**config.mk**
```make
export PLATFORM = sky130hd
export DESIGN_NAME = dog_update_sched
export DESIGN_NICKNAME = d
export VERILOG_FILES = /design/src/rtl/dog_game_pkg.sv /design/src/rtl/dog_prio_enc.sv /design/src/rtl/dog_update_sched.sv
export SDC_FILE = /design/constraint.sdc
export NUM_CORES = 1
export LEC_CHECK = 0
export CAP_MARGIN = 30
export CORE_MARGIN = 2
export CORE_UTILIZATION = 25
export DETAILED_ROUTE_END_ITERATION = 16
export HOLD_SLACK_MARGIN = 0.08
export PLACE_DENSITY = 0.52
export REMOVE_ABC_BUFFERS = 1
export SETUP_SLACK_MARGIN = 0.2
export SYNTH_ARGS = -nofsm -noshare
export SYNTH_HDL_FRONTEND = slang
export SYNTH_SLANG_ARGS = --single-unit
```
**constraint.sdc**
```tcl
create_clock -name clk -period 2 [get_ports clk]
set_input_delay 0.2 -clock clk [delete_from_list [all_inputs] [get_ports clk]]
set_output_delay 0.2 -clock clk [all_outputs]
set_load 0.02 [all_outputs]
```
**src/rtl/dog_game_pkg.sv**
```systemverilog
// Shared constants and types for the dog update sequencer.
package dog_game_pkg;

  localparam int N_DOGS = 4;
  localparam int IDX_W  = 2;
  localparam int OVR_W  = 8;

  typedef enum logic [1:0] {
    IDLE = 2'd0,
    SCAN = 2'd1,
    REQ  = 2'd2,
    WAIT = 2'd3
  } sched_state_t;

endpackage

```
**src/rtl/dog_prio_enc.sv**
```systemverilog
// Lowest-set-bit encoder: returns the index of the lowest set bit of mask (0 if none).
module dog_prio_enc #(
  parameter int N = 4,
  parameter int W = 2
) (
  input  logic [N-1:0] mask,
  output logic [W-1:0] idx
);

  always_comb begin
    idx = '0;
    for (int i = N - 1; i >= 0; i--) begin
      if (mask[i]) idx = W'(i);
    end
  end

endmodule

```
**src/rtl/dog_update_sched.sv**
```systemverilog
// Per-frame sequencer: walks the snapshotted enabled-dog mask, one shared update per dog,
// with a stall timeout and a saturating count of frame ticks dropped while busy.
module dog_update_sched #(
  parameter int N_DOGS  = dog_game_pkg::N_DOGS,
  parameter int IDX_W   = dog_game_pkg::IDX_W,
  parameter int TIMEOUT = 64
) (
  input  logic                           clk,
  input  logic                           rst_n,
  input  logic                           frame_tick,
  input  logic [N_DOGS-1:0]              dog_enable,
  output logic                           upd_req,
  output logic [IDX_W-1:0]               upd_idx,
  input  logic                           upd_ack,
  input  logic                           upd_done,
  output logic                           wr_en,
  output logic [IDX_W-1:0]               wr_idx,
  output logic                           busy,
  output logic                           frame_done,
  output logic [dog_game_pkg::OVR_W-1:0] overrun_cnt,
  output logic                           timeout_err
);

  import dog_game_pkg::*;

  localparam int TIMER_W = $clog2(TIMEOUT + 1);
  localparam logic [TIMER_W-1:0] TIMER_LAST = TIMER_W'(TIMEOUT - 1);
  localparam logic [OVR_W-1:0]   OVR_MAX    = '1;

  sched_state_t        state, state_nxt;
  logic [N_DOGS-1:0]   pend_mask, pend_nxt, clr_mask;
  logic [TIMER_W-1:0]  timer, timer_nxt;
  logic [IDX_W-1:0]    low_idx, upd_idx_nxt, wr_idx_nxt;
  logic                upd_req_nxt, wr_en_nxt, frame_done_nxt, timeout_nxt;
  logic [OVR_W-1:0]    ovr_nxt;

  dog_prio_enc #(.N(N_DOGS), .W(IDX_W)) u_prio_enc (
    .mask (pend_mask),
    .idx  (low_idx)
  );

  // Pending mask with the dog currently being serviced removed.
  always_comb begin
    clr_mask = '0;
    for (int i = 0; i < N_DOGS; i++) begin
      clr_mask[i] = pend_mask[i] & (upd_idx != IDX_W'(i));
    end
  end

  always_comb begin
    state_nxt      = state;
    pend_nxt       = pend_mask;
    timer_nxt      = timer;
    upd_req_nxt    = upd_req;
    upd_idx_nxt    = upd_idx;
    wr_en_nxt      = 1'b0;
    wr_idx_nxt     = wr_idx;
    frame_done_nxt = 1'b0;
    timeout_nxt    = timeout_err;
    ovr_nxt        = overrun_cnt;

    if (frame_tick && (state != IDLE) && (overrun_cnt != OVR_MAX)) begin
      ovr_nxt = overrun_cnt + 1'b1;
    end

    case (state)
      IDLE: begin
        if (frame_tick) begin
          if (|dog_enable) begin
            pend_nxt  = dog_enable;
            state_nxt = SCAN;
          end else begin
            frame_done_nxt = 1'b1;
          end
        end
      end
      SCAN: begin
        upd_idx_nxt = low_idx;
        timer_nxt   = '0;
        upd_req_nxt = 1'b1;
        state_nxt   = REQ;
      end
      REQ: begin
        timer_nxt = timer + 1'b1;
        if (timer == TIMER_LAST) begin
          timeout_nxt    = 1'b1;
          upd_req_nxt    = 1'b0;
          pend_nxt       = clr_mask;
          state_nxt      = (|clr_mask) ? SCAN : IDLE;
          frame_done_nxt = ~(|clr_mask);
        end else if (upd_ack) begin
          upd_req_nxt = 1'b0;
          state_nxt   = WAIT;
        end
      end
      WAIT: begin
        timer_nxt = timer + 1'b1;
        // A done in the timeout cycle still wins and gets written back.
        if (upd_done || (timer == TIMER_LAST)) begin
          wr_en_nxt      = upd_done;
          wr_idx_nxt     = upd_done ? upd_idx : wr_idx;
          timeout_nxt    = timeout_err | ~upd_done;
          upd_req_nxt    = 1'b0;
          pend_nxt       = clr_mask;
          state_nxt      = (|clr_mask) ? SCAN : IDLE;
          frame_done_nxt = ~(|clr_mask);
        end
      end
      default: begin
        state_nxt   = IDLE;
        upd_req_nxt = 1'b0;
      end
    endcase
  end

  always_ff @(posedge clk) begin
    if (!rst_n) begin
      state       <= IDLE;
      pend_mask   <= '0;
      timer       <= '0;
      upd_req     <= 1'b0;
      upd_idx     <= '0;
      wr_en       <= 1'b0;
      wr_idx      <= '0;
      busy        <= 1'b0;
      frame_done  <= 1'b0;
      overrun_cnt <= '0;
      timeout_err <= 1'b0;
    end else begin
      state       <= state_nxt;
      pend_mask   <= pend_nxt;
      timer       <= timer_nxt;
      upd_req     <= upd_req_nxt;
      upd_idx     <= upd_idx_nxt;
      wr_en       <= wr_en_nxt;
      wr_idx      <= wr_idx_nxt;
      busy        <= (state_nxt != IDLE);
      frame_done  <= frame_done_nxt;
      overrun_cnt <= ovr_nxt;
      timeout_err <= timeout_nxt;
    end
  end

endmodule

```
* After elaboration in Yosys (flattened, before gate mapping) *
Index checks and enable logic that the tools add are counted.

word-level totals
  register bits = 30
  bits of input ports = 9
  logic and storage cells = 81
  output and inout port bits = 17

operators by class
  bitwise operators = 7
  add/subtract/negate cells = 2
  reductions and logical operators = 19
  muxes and demuxes = 29
  equality and inequality tests = 13

operators by type and width
  kind                                                                      count
  2-bit 2-to-1 mux                                                          9
  4-bit 2-to-1 mux                                                          4
  7-bit one-hot mux with 2 select lines                                     1
  2-bit inequality test (second input constant)                             6
  4-bit one-hot mux with 3 select lines                                     1
  3-bit AND reduction                                                       4
  1-bit 2-to-1 mux                                                          10
  2-bit nonzero test                                                        5
  8-bit by 1-bit adder with 8-bit output (second input constant)            1
  8-bit inequality test (second input constant)                             1
  2-bit one-hot mux with 4 select lines                                     1
  4-bit OR reduction                                                        2
  7-bit by 1-bit adder with 7-bit output (second input constant)            1
  7-bit by 6-bit == test with 1-bit output (second input constant)          1
  1-bit one-hot mux with 3 select lines                                     2
  3-bit nonzero test                                                        2
  5-bit AND reduction                                                       1
  1-bit AND                                                                 4
  2-bit == test (second input constant)                                     2
  3-bit inequality test (second input constant)                             1
  2-bit by 1-bit == test with 1-bit output (second input constant)          1
  1-bit logical AND                                                         2
  2-bit zero test                                                           1
  2-bit by 1-bit inequality test with 1-bit output (second input constant)  1
  5 further kinds                                                           6

* Logic depth before layout (Yosys ltp) *
Gate-level depths: netlist of the first run.

  word-level depth = 7
  mapped depth = 6
  depth with buffers taken out = 6

* By module *
Synthesis of the first run repeated with hierarchy kept, for this count alone.

unflattened totals
  cells, all modules = 174
  area total of the unflattened synthesis = 1491.4 µm²

modules (own cells, without submodules)
  module            sequential area each (µm²)  area an instance (µm²)  instances  cells an instance
  dog_update_sched  600.6                       1463.9                  1          169
  dog_prio_enc      0.0                         27.5                    1          5

* Worst setup path before layout of the first run *
No wires, ideal clock.

  path type = register to register
  start point = reg overrun_cnt[0] in the netlist's numbering
  end point = reg overrun_cnt[6] in the netlist's numbering
  setup time = 0.115 ns
  slack = 0.346 ns
  stages on the path, launching flop included = 7
  required time = 1.885 ns
  period minus slack after synthesis = 1.654 ns
  arrival time = 1.539 ns
  buffers on the path = 0
  cells stage by stage = dfxtp_1 > ha_1 > and4_1 > a21oi_2 > nand4_1 > xnor2_1 > and2_1

on the way
  word-level cells in the longest chain between the ends = 2
  elaborated cells between the ends (all ways) = 3
  classes of those cells = add/sub: 1; eq/ne: 1; reduce/logical: 1

ends and longest elaborated chain
  element                                                                                         RTL line                 source
  from (decl)                                                                                     dog_update_sched.sv:20   output logic [dog_game_pkg::OVR_W-1:0] overrun_cnt,
  from (signal assigned)                                                                          dog_update_sched.sv:139  overrun_cnt <= ovr_nxt;
  parallel branches: the longest is 2 deep, another holds 8-bit by 1-bit adder with 8-bit output  --

Several ways; the timed one is not identified.
A chain may end at the register's enable or synchronous reset.

* Final worst setup path of the first run *
Same ends and word-level chain as after synthesis.

==> metrics.log, run 1 <==
[metrics] end point of the worst hold path: timeout_err
[metrics] post-layout min period: 1.70 ns
[metrics] detailed-placement wirelength estimate: 2370 microns
[metrics] Worst slew margin: 74.0%
[metrics] hold_buf cts: 0
[metrics] Critical Path, Cell by Cell: ha_1 -> and4_1 -> a21oi_2 -> nand4_1 -> xnor2_1 -> and2_1
[metrics] crit path launch type: register
[metrics] Worst R2R Path Depth: 6
[metrics] Synth Instances: 165
[metrics] starting density of the core: 25.5%
[metrics] placement row count: 28
[metrics] total via count in the routed design: 1246
[metrics] share of flip-flops with an asynchronous set or reset after synthesis: 0%
[metrics] clock-pin slew on the worst setup and hold paths: 0.06 ns
[metrics] cells taking the most area after synthesis: sky130_fd_sc_hd__dfxtp_1 (41%), sky130_fd_sc_hd__nor2_1 (5.6%), sky130_fd_sc_hd__nand2_1 (4.1%), sky130_fd_sc_hd__a21oi_1 (3.0%), sky130_fd_sc_hd__mux2i_1 (2.7%)
[metrics] CP max FO: 5
[metrics] DIE AREA: ~6600 sq um
[metrics] met2 layer wire length in the routed design: approximately 1500 microns
[metrics] first-pass GRT wire length: around 5600 microns
[metrics] IO Count: 26
[metrics] number of register bits inferred by synthesis: 30
[metrics] Die H: 80.9 microns
[metrics] flop-to-flop setup slack: 0.30 ns
[metrics] per-cell routed wire length: 12.2 microns
[metrics] final hold slack: 0.469 ns
[metrics] antenna-violating nets left: 0
[metrics] Critical-path top delay cell: sky130_fd_sc_hd__dfxtp_1
[metrics] reported leakage power: 0.000675 uW
[metrics] CTS tree: done
[metrics] worst stage delay on the critical path: 0.34 ns
[metrics] Setup Total Neg Slack: 0 ns
[metrics] worst slew pin tran: 0.390 ns
[metrics] most used standard cell by instance count after synthesis: sky130_fd_sc_hd__dfxtp_1
[metrics] Max IR drop VDD: approximately 0.26 mV
[metrics] area of placed instances: ~1800 sq um
[metrics] worst hold path depth: 2
[metrics] category of the most critical setup path: reg -> reg
[metrics] max layer used: met4
[metrics] Slew Limit Fails: 0
[metrics] area delta synth->final: 26.6%
[metrics] pin count of the biggest net entering global routing: 23
[metrics] # H-tree levels: 2
[metrics] Pwr per Cell Area: about 700 nW/um^2
[metrics] count of max-cap constraint violations: 0
[metrics] count of input and output buffers: 25
[metrics] Core Area: 5820 sq um
[metrics] Hold Path Class: reg -> reg
[metrics] final-report hold violation count: 0
[metrics] EDFF count, synth: 0
[metrics] clock buffer count from CTS: 5
[metrics] routed via count divided by cell count: 4.63
[metrics] Diodes inserted: 0
[metrics] Placer Congestion: 0.774
[metrics] source of the worst hold timing path: timeout_err
[metrics] dominant cell type by area after synthesis: sky130_fd_sc_hd__dfxtp_1
[metrics] WP data arrival: 1.88 ns
[metrics] Req. time, crit path: 2.18 ns
[metrics] endpoint of the lowest-slack register-to-register path: overrun_cnt[6]
[metrics] die width: between 80 and 90 microns
[metrics] clock tree skew after final layout: about 0.0047 ns
[metrics] # setup viols final: 0
[metrics] max frequency: 589 MHz
[metrics] number of antenna violations at the first check in global routing: 0
[metrics] post-synthesis instance area: 1480 sq um
[metrics] post-synth top area share: approximately two fifths
[metrics] vias in the first global route: 1173
[metrics] most numerous cell types in the synthesized netlist: sky130_fd_sc_hd__dfxtp_1 (30), sky130_fd_sc_hd__nor2_1 (22), sky130_fd_sc_hd__nand2_1 (16), sky130_fd_sc_hd__a21oi_1 (9), sky130_fd_sc_hd__nand4_1 (6)
[metrics] setup repair bufs after CTS: 0
[metrics] DRC: 0
[metrics] Resize count post-CTS: 0
[metrics] Met3 Wirelength: roughly 100 microns
[metrics] layout cell share with drive strength beyond 1: 11.9%
[metrics] Unique masters post-synth: 49
[metrics] iteration-0 DRC count of the detailed router: 38
[metrics] Crit. End Element: register
[metrics] clk_lat worst skew: 0.28 ns
[metrics] Yosys warnings: 0
[metrics] Clk Tree Root Cell: sky130_fd_sc_hd__clkbuf_8
[metrics] final wirelength: about 3300 microns
[metrics] commonest register cell after synthesis: sky130_fd_sc_hd__dfxtp_1
[metrics] overflow left after global routing: 0
[metrics] outcome: finished clean
[metrics] CTS Buffer Depth: 2
[metrics] worst reg2reg startpoint: overrun_cnt[0]
[metrics] number of search-and-repair iterations in the first detailed-routing pass: 4
[metrics] final design area excluding fillers: roughly 1900 sq um
[metrics] crit share post-route: 84.9%
[metrics] total number of nets in the final design: 205
[metrics] met1 layer wirelength in the final routing: 1630 microns
[metrics] part of the Yosys area used for sequential elements: 40.6%
[metrics] average size of a mapped cell: 8.97 sq um
[metrics] unrepaired setup endpoints after global routing: no
[metrics] overall track demand over capacity in global routing: 11.2%
[metrics] number of sinks handled by clock tree synthesis: 30
[area by class of cell]
| cell class | count | area (sq um) |
|---|---|---|
| well taps | 75 | 93.8 |
| repair buffers | 28 | 273 |
| inverters | 4 | 15.0 |
| clock buffers | 7 | 76.3 |
| flip-flops and latches | 30 | 601 |
| fillers | 642 | 3940 |
| multi-input cells | 125 | 816 |
[kinds of logic (layout without fill, tap and decap cells)]
logic type               after synthesis  in the layout  share of synthesized area, %
AND/OR/NAND/NOR                       73             73                          27.1
AO/OA/AOI/OAI                         38             38                          18.6
XOR/XNOR                               6              6                          3.55
multiplexers                           6              6                          4.23
adder cells (fa/ha/maj)                2              2                          1.69
buffers and inverters                 10             39                          4.31
flip-flops                            30             30                          40.6
[worst max path at each step]
stage / startpoint / to / slack, ns / cells after the start
final: overrun_cnt[0] / overrun_cnt[6] / 0.30 / 6
after global routing: overrun_cnt[0] / overrun_cnt[6] / 0.22 / 6
after detailed placement: dog_enable[2] / pend_mask[2] / 0.13 / 6
after CTS: overrun_cnt[0] / overrun_cnt[4] / 0.30 / 6
after floorplan: state[1] / overrun_cnt[6] / 0.33 / 5
after global placement: dog_enable[2] / pend_mask[2] / 0.14 / 6
[cell usage in the layout (no fill, tap or decap), types with 3 or more instances in the layout]
master,netlist,routed
sky130_fd_sc_hd__a21oi_1,9,9
sky130_fd_sc_hd__a31oi_1,4,4
sky130_fd_sc_hd__and3_1,4,4
sky130_fd_sc_hd__buf_4,0,3
sky130_fd_sc_hd__clkbuf_8,0,5
sky130_fd_sc_hd__clkdlybuf4s50_1,0,25
sky130_fd_sc_hd__dfxtp_1,30,30
sky130_fd_sc_hd__inv_1,4,4
sky130_fd_sc_hd__mux2i_1,4,4
sky130_fd_sc_hd__nand2_1,16,16
sky130_fd_sc_hd__nand3_1,3,3
sky130_fd_sc_hd__nand4_1,6,6
sky130_fd_sc_hd__nor2_1,22,22
sky130_fd_sc_hd__o211ai_1,3,3
sky130_fd_sc_hd__o21ai_0,5,5
sky130_fd_sc_hd__o22ai_1,3,3
sky130_fd_sc_hd__xnor2_1,3,3
sky130_fd_sc_hd__xor2_1,3,3
[metal layers]
layer  vias up  track usage, %
met4         0            6.10
met3         7            2.89
li1        653               -
met1       567            14.8
met5         -               0
met2        19            16.5
[worst max-delay path: cells and delay by family (launching register included)]
family	cells	cell delay, ns
AO/OA/AOI/OAI	1	0.28
XOR/XNOR	1	0.15
adder cells (fa/ha/maj)	1	0.26
flip-flops	1	0.34
AND/OR/NAND/NOR	3	0.56
[stage by stage]
| step | instances | util [%] | setup slack, ns | power [uW] |
|---|---|---|---|---|
| CTS | 269 | 32.2 | 0.297 | 1350 |
| detailed placement | 262 | 30.9 | 0.133 | 890 |
| global placement | 262 | 30.9 | 0.139 | 890 |
| floorplan | 159 | - | 0.330 | 802 |
| global route | 269 | 32.2 | 0.218 | 1400 |
| finish | 269 | 32.2 | 0.302 | 1330 |
[power by group]
group	internal (uW)	switching (uW)
Sequential	623	30.9
Clock	239	216
Combinational	101	120
[registers in the layout, summed over array words and instances, names as in the netlist]
name	flops
state	2
busy	1
upd_req	1
timer	7
timeout_err	1
frame_done	1
wr_idx	2
pend_mask	4
overrun_cnt	8
wr_en	1
upd_idx	2
Note: power is estimated with default switching activity, not from simulation.
==> inputs of run 2 (changes only) <==
Settings changed: PLACE_DENSITY 0.52 to 0.53.
Clock period 2 ns to 1.5 ns, I/O delays scaled along.
==> metrics.log, run 2 (synthesis gave the netlist of run 1 again) <==
[metrics] count of max-cap constraint violations: 0 (unchanged)
[metrics] clk_lat worst skew: 0.28 ns (about the same)
[metrics] endpoint of the lowest-slack register-to-register path: busy
[metrics] DIE AREA: 6550 sq um (unchanged)
[metrics] clock-pin slew on the worst setup and hold paths: 0.06 ns (about the same)
[metrics] sw frac: 27.3% (-0.23 points)
[metrics] clock tree skew after final layout: 0.00233 ns (-0.00240 ns)
[metrics] flip-flop count of the largest register after layout: 8 (unchanged)
[metrics] Clk Tree Root Cell: sky130_fd_sc_hd__clkbuf_8
[metrics] IO Count: 26 (unchanged)
[metrics] Die H: 80.9 microns (unchanged)
[metrics] cell family with the largest share of critical-path delay: compound AO/OA/AOI/OAI gates
[metrics] CTS Buffer Depth: 2 (unchanged)
[metrics] most frequent cells in the layout: sky130_fd_sc_hd__buf_4 (28), sky130_fd_sc_hd__nor2_1 (21), sky130_fd_sc_hd__dfxtp_1 (21), sky130_fd_sc_hd__dlygate4sd2_1 (16), sky130_fd_sc_hd__nand2_1 (15)
[metrics] per-cell routed wire length: 12.6 microns (+2.7%)
[metrics] Crit. End Element: register
[metrics] post-layout min period: 1.52 ns (-0.178 ns)
[metrics] Slew Limit Fails: 0 (unchanged)
[metrics] detailed-placement wirelength estimate: 2650 microns (+12%)
[metrics] source of the worst hold timing path: dog_enable[0]
[metrics] worst reg2reg startpoint: pend_mask[2]
[metrics] number of search-and-repair iterations in the first detailed-routing pass: 4 (unchanged)
[metrics] worst slew pin tran: 0.275 ns (-0.115 ns)
[metrics] overflow left after global routing: 0 (unchanged)
[metrics] unrepaired setup endpoints after global routing: yes
[metrics] number of sinks handled by clock tree synthesis: 30 (unchanged)
[metrics] Worst slew margin: 81.4% (+7.5 points)
[metrics] Critical-path top delay cell: sky130_fd_sc_hd__or4_4
[metrics] most frequent standard cell in the layout excluding fill and tap cells: sky130_fd_sc_hd__buf_4
[metrics] outcome: finished with violations
[metrics] number of antenna violations at the first check in global routing: 0 (unchanged)
[metrics] DRC: 0 (unchanged)
[metrics] Core Area: 5820 sq um (unchanged)
[metrics] worst stage delay on the critical path: 0.53 ns (+0.19 ns)
[metrics] reported leakage power: 0.000962 uW (+43%)
[metrics] # H-tree levels: 2 (unchanged)
[metrics] iteration-0 DRC count of the detailed router: 48 (+26%)
[metrics] Req. time, crit path: 1.66 ns (-0.52 ns)
[metrics] antenna-violating nets left: 0 (unchanged)
[metrics] overall track demand over capacity in global routing: 12.7% (+1.5 points)
[metrics] flop-to-flop setup slack: -0.02 ns (-0.32 ns)
[metrics] # setup viols final: 2 (+2)
[metrics] power consumption: 1900 uW (+43%)
[metrics] clock share of power: 33.4% (-0.8 points)
[metrics] area delta synth->final: 48.1%
[metrics] Worst R2R Path Depth: 5 (-1)
[metrics] core utilization of the finished layout: 37.7% (+5.5 points)
[metrics] final-report hold violation count: 0 (unchanged)
[metrics] Placer Congestion: 0.760 (-1.8%)
[metrics] worst hold path depth: 3 (+1)
[metrics] final wirelength: 3710 microns (+13%)
[metrics] CP max FO: 3 (-2)
[metrics] worst slack, placed: -0.309 ns (-0.442 ns)
[metrics] worst-case setup margin in the final layout: -0.0206 ns (-0.322 ns)
[metrics] net switching power of the design: 519 uW (+41%)
[metrics] layout cell share with drive strength beyond 1: 34.5% (+23 points)
[metrics] biggest regs: overrun_cnt: 8 flops, timer: 7 flops, pend_mask: 4 flops
[metrics] first-pass GRT wire length: 6330 microns (+14%)
[metrics] violated checks: negative setup slack
[metrics] total number of nets in the final design: 232 (+13%)
[metrics] die width: 80.9 microns (unchanged)
[metrics] vias in the first global route: 1323 (+13%)
[metrics] placement row count: 28 (unchanged)
[metrics] buffer and inverter count on the worst path: 0 (unchanged)
[metrics] CTS tree: done
[metrics] Flop pwr share: 46.0% (-3.2 points)
[metrics] routed via count divided by cell count: 4.67 (+0.85%)
[metrics] WP data arrival: 1.69 ns (-0.19 ns)
[metrics] crit share post-route: 101% (+16 points)
[metrics] Hold Path Class: in -> reg
[metrics] max frequency: 658 MHz (+12%)
[metrics] Crit path top cell by count: sky130_fd_sc_hd__o211ai_1
[metrics] relative contribution of combinational cells to total power: 20.5% (+3.8 points)
[metrics] clock buffer count from CTS: 5 (unchanged)
[metrics] Pwr per Cell Area: 866 nW/um^2 (+22%)
[metrics] Internal Dissipation: 1380 uW (+43%)
[metrics] pin count of the biggest net entering global routing: 22 (-4.3%)
[metrics] count of input and output buffers: 25 (unchanged)
[metrics] end point of the worst hold path: pend_mask[0]
[metrics] starting density of the core: 25.5% (unchanged)
[metrics] cell total after placement: 288 (+9.9%)
[metrics] Max IR drop VDD: 0.371 mV (+42%)
[metrics] category of the most critical setup path: reg -> reg
[metrics] total via count in the routed design: 1378 (+11%)
[metrics] Diodes inserted: 0 (unchanged)
[metrics] Critical Path, Cell by Cell: or4_4 -> o211ai_1 -> o211ai_1 -> a31oi_1 -> a21oi_1
[metrics] hold_buf cts: 0 (unchanged)
[metrics] crit path launch type: register
[metrics] final std cells w/o fill: 295 (+9.7%)
[metrics] Reg with most FFs: overrun_cnt
run 2: worst max-delay path by stage:
stage                     slack, ns        endpoint     startpoint  cells past startpoint
after global routing          -0.15            busy   pend_mask[2]                      5
after CTS                     -0.03            busy   pend_mask[2]                      5
after detailed placement      -0.31    pend_mask[2]  dog_enable[2]                      6
final                         -0.02            busy   pend_mask[2]                      5
after floorplan               -0.17  overrun_cnt[6]       state[1]                      5
after global placement        -0.28    pend_mask[2]  dog_enable[2]                      6
run 2: through the flow:
stage / hold WS [ns] / setup TNS [ns] / cell area (sq um)
final: 0.118 / -0.0214 / 2190
after global routing: 0.112 / -0.320 / 2190
after CTS: 0.261 / -0.0335 / 2150
after detailed placement: 0.462 / -1.68 / 2010
after global placement: 0.463 / -1.49 / 2010
after floorplan: 0.272 / -0.683 / 1430
run 2: area by class of cell:
class,count,area (sq um)
clock buffers,6,82.6
flip-flops and latches,30,612
inverters,4,15.0
fillers,626,3620
well taps,75,93.8
repair buffers,55,457
multi-input cells,125,932
run 2: what timing repair did:
| action | CTS | global route |
|---|---|---|
| gates resized for setup | 42 | 19 |
| cloned | 0 | 0 |
| buffers inserted | 1 | 0 |
| pin swaps | 13 | 8 |
| setup endpoints to repair | 34 | 19 |
run 2: power by group through the flow:
stage / sequential, uW / combinational (uW) / clock [uW]
after detailed placement: 880 / 367 / 0
after global placement: 880 / 364 / 0
after global routing: 878 / 427 / 700
after floorplan: 909 / 160 / 0
after CTS: 869 / 379 / 673
final: 873 / 390 / 634
run 2: worst min-delay path, stage by stage:
cell and delay, ns:
sky130_fd_sc_hd__clkbuf_2 0.09, sky130_fd_sc_hd__nand2_1 0.06, sky130_fd_sc_hd__o21ai_1 0.05
run 2: routing by layer:
metal | up-vias | GRT usage (%) | routed length, microns | part of all wire, %
li1 | 706 | - | - | -
met1 | 644 | 15.2 | 1730 | 47
met2 | 22 | 21.2 | 1800 | 49
met3 | 6 | 3.67 | 121 | 3.3
met4 | 0 | 5.08 | 58 | 1.6
met5 | - | 0 | 0 | 0
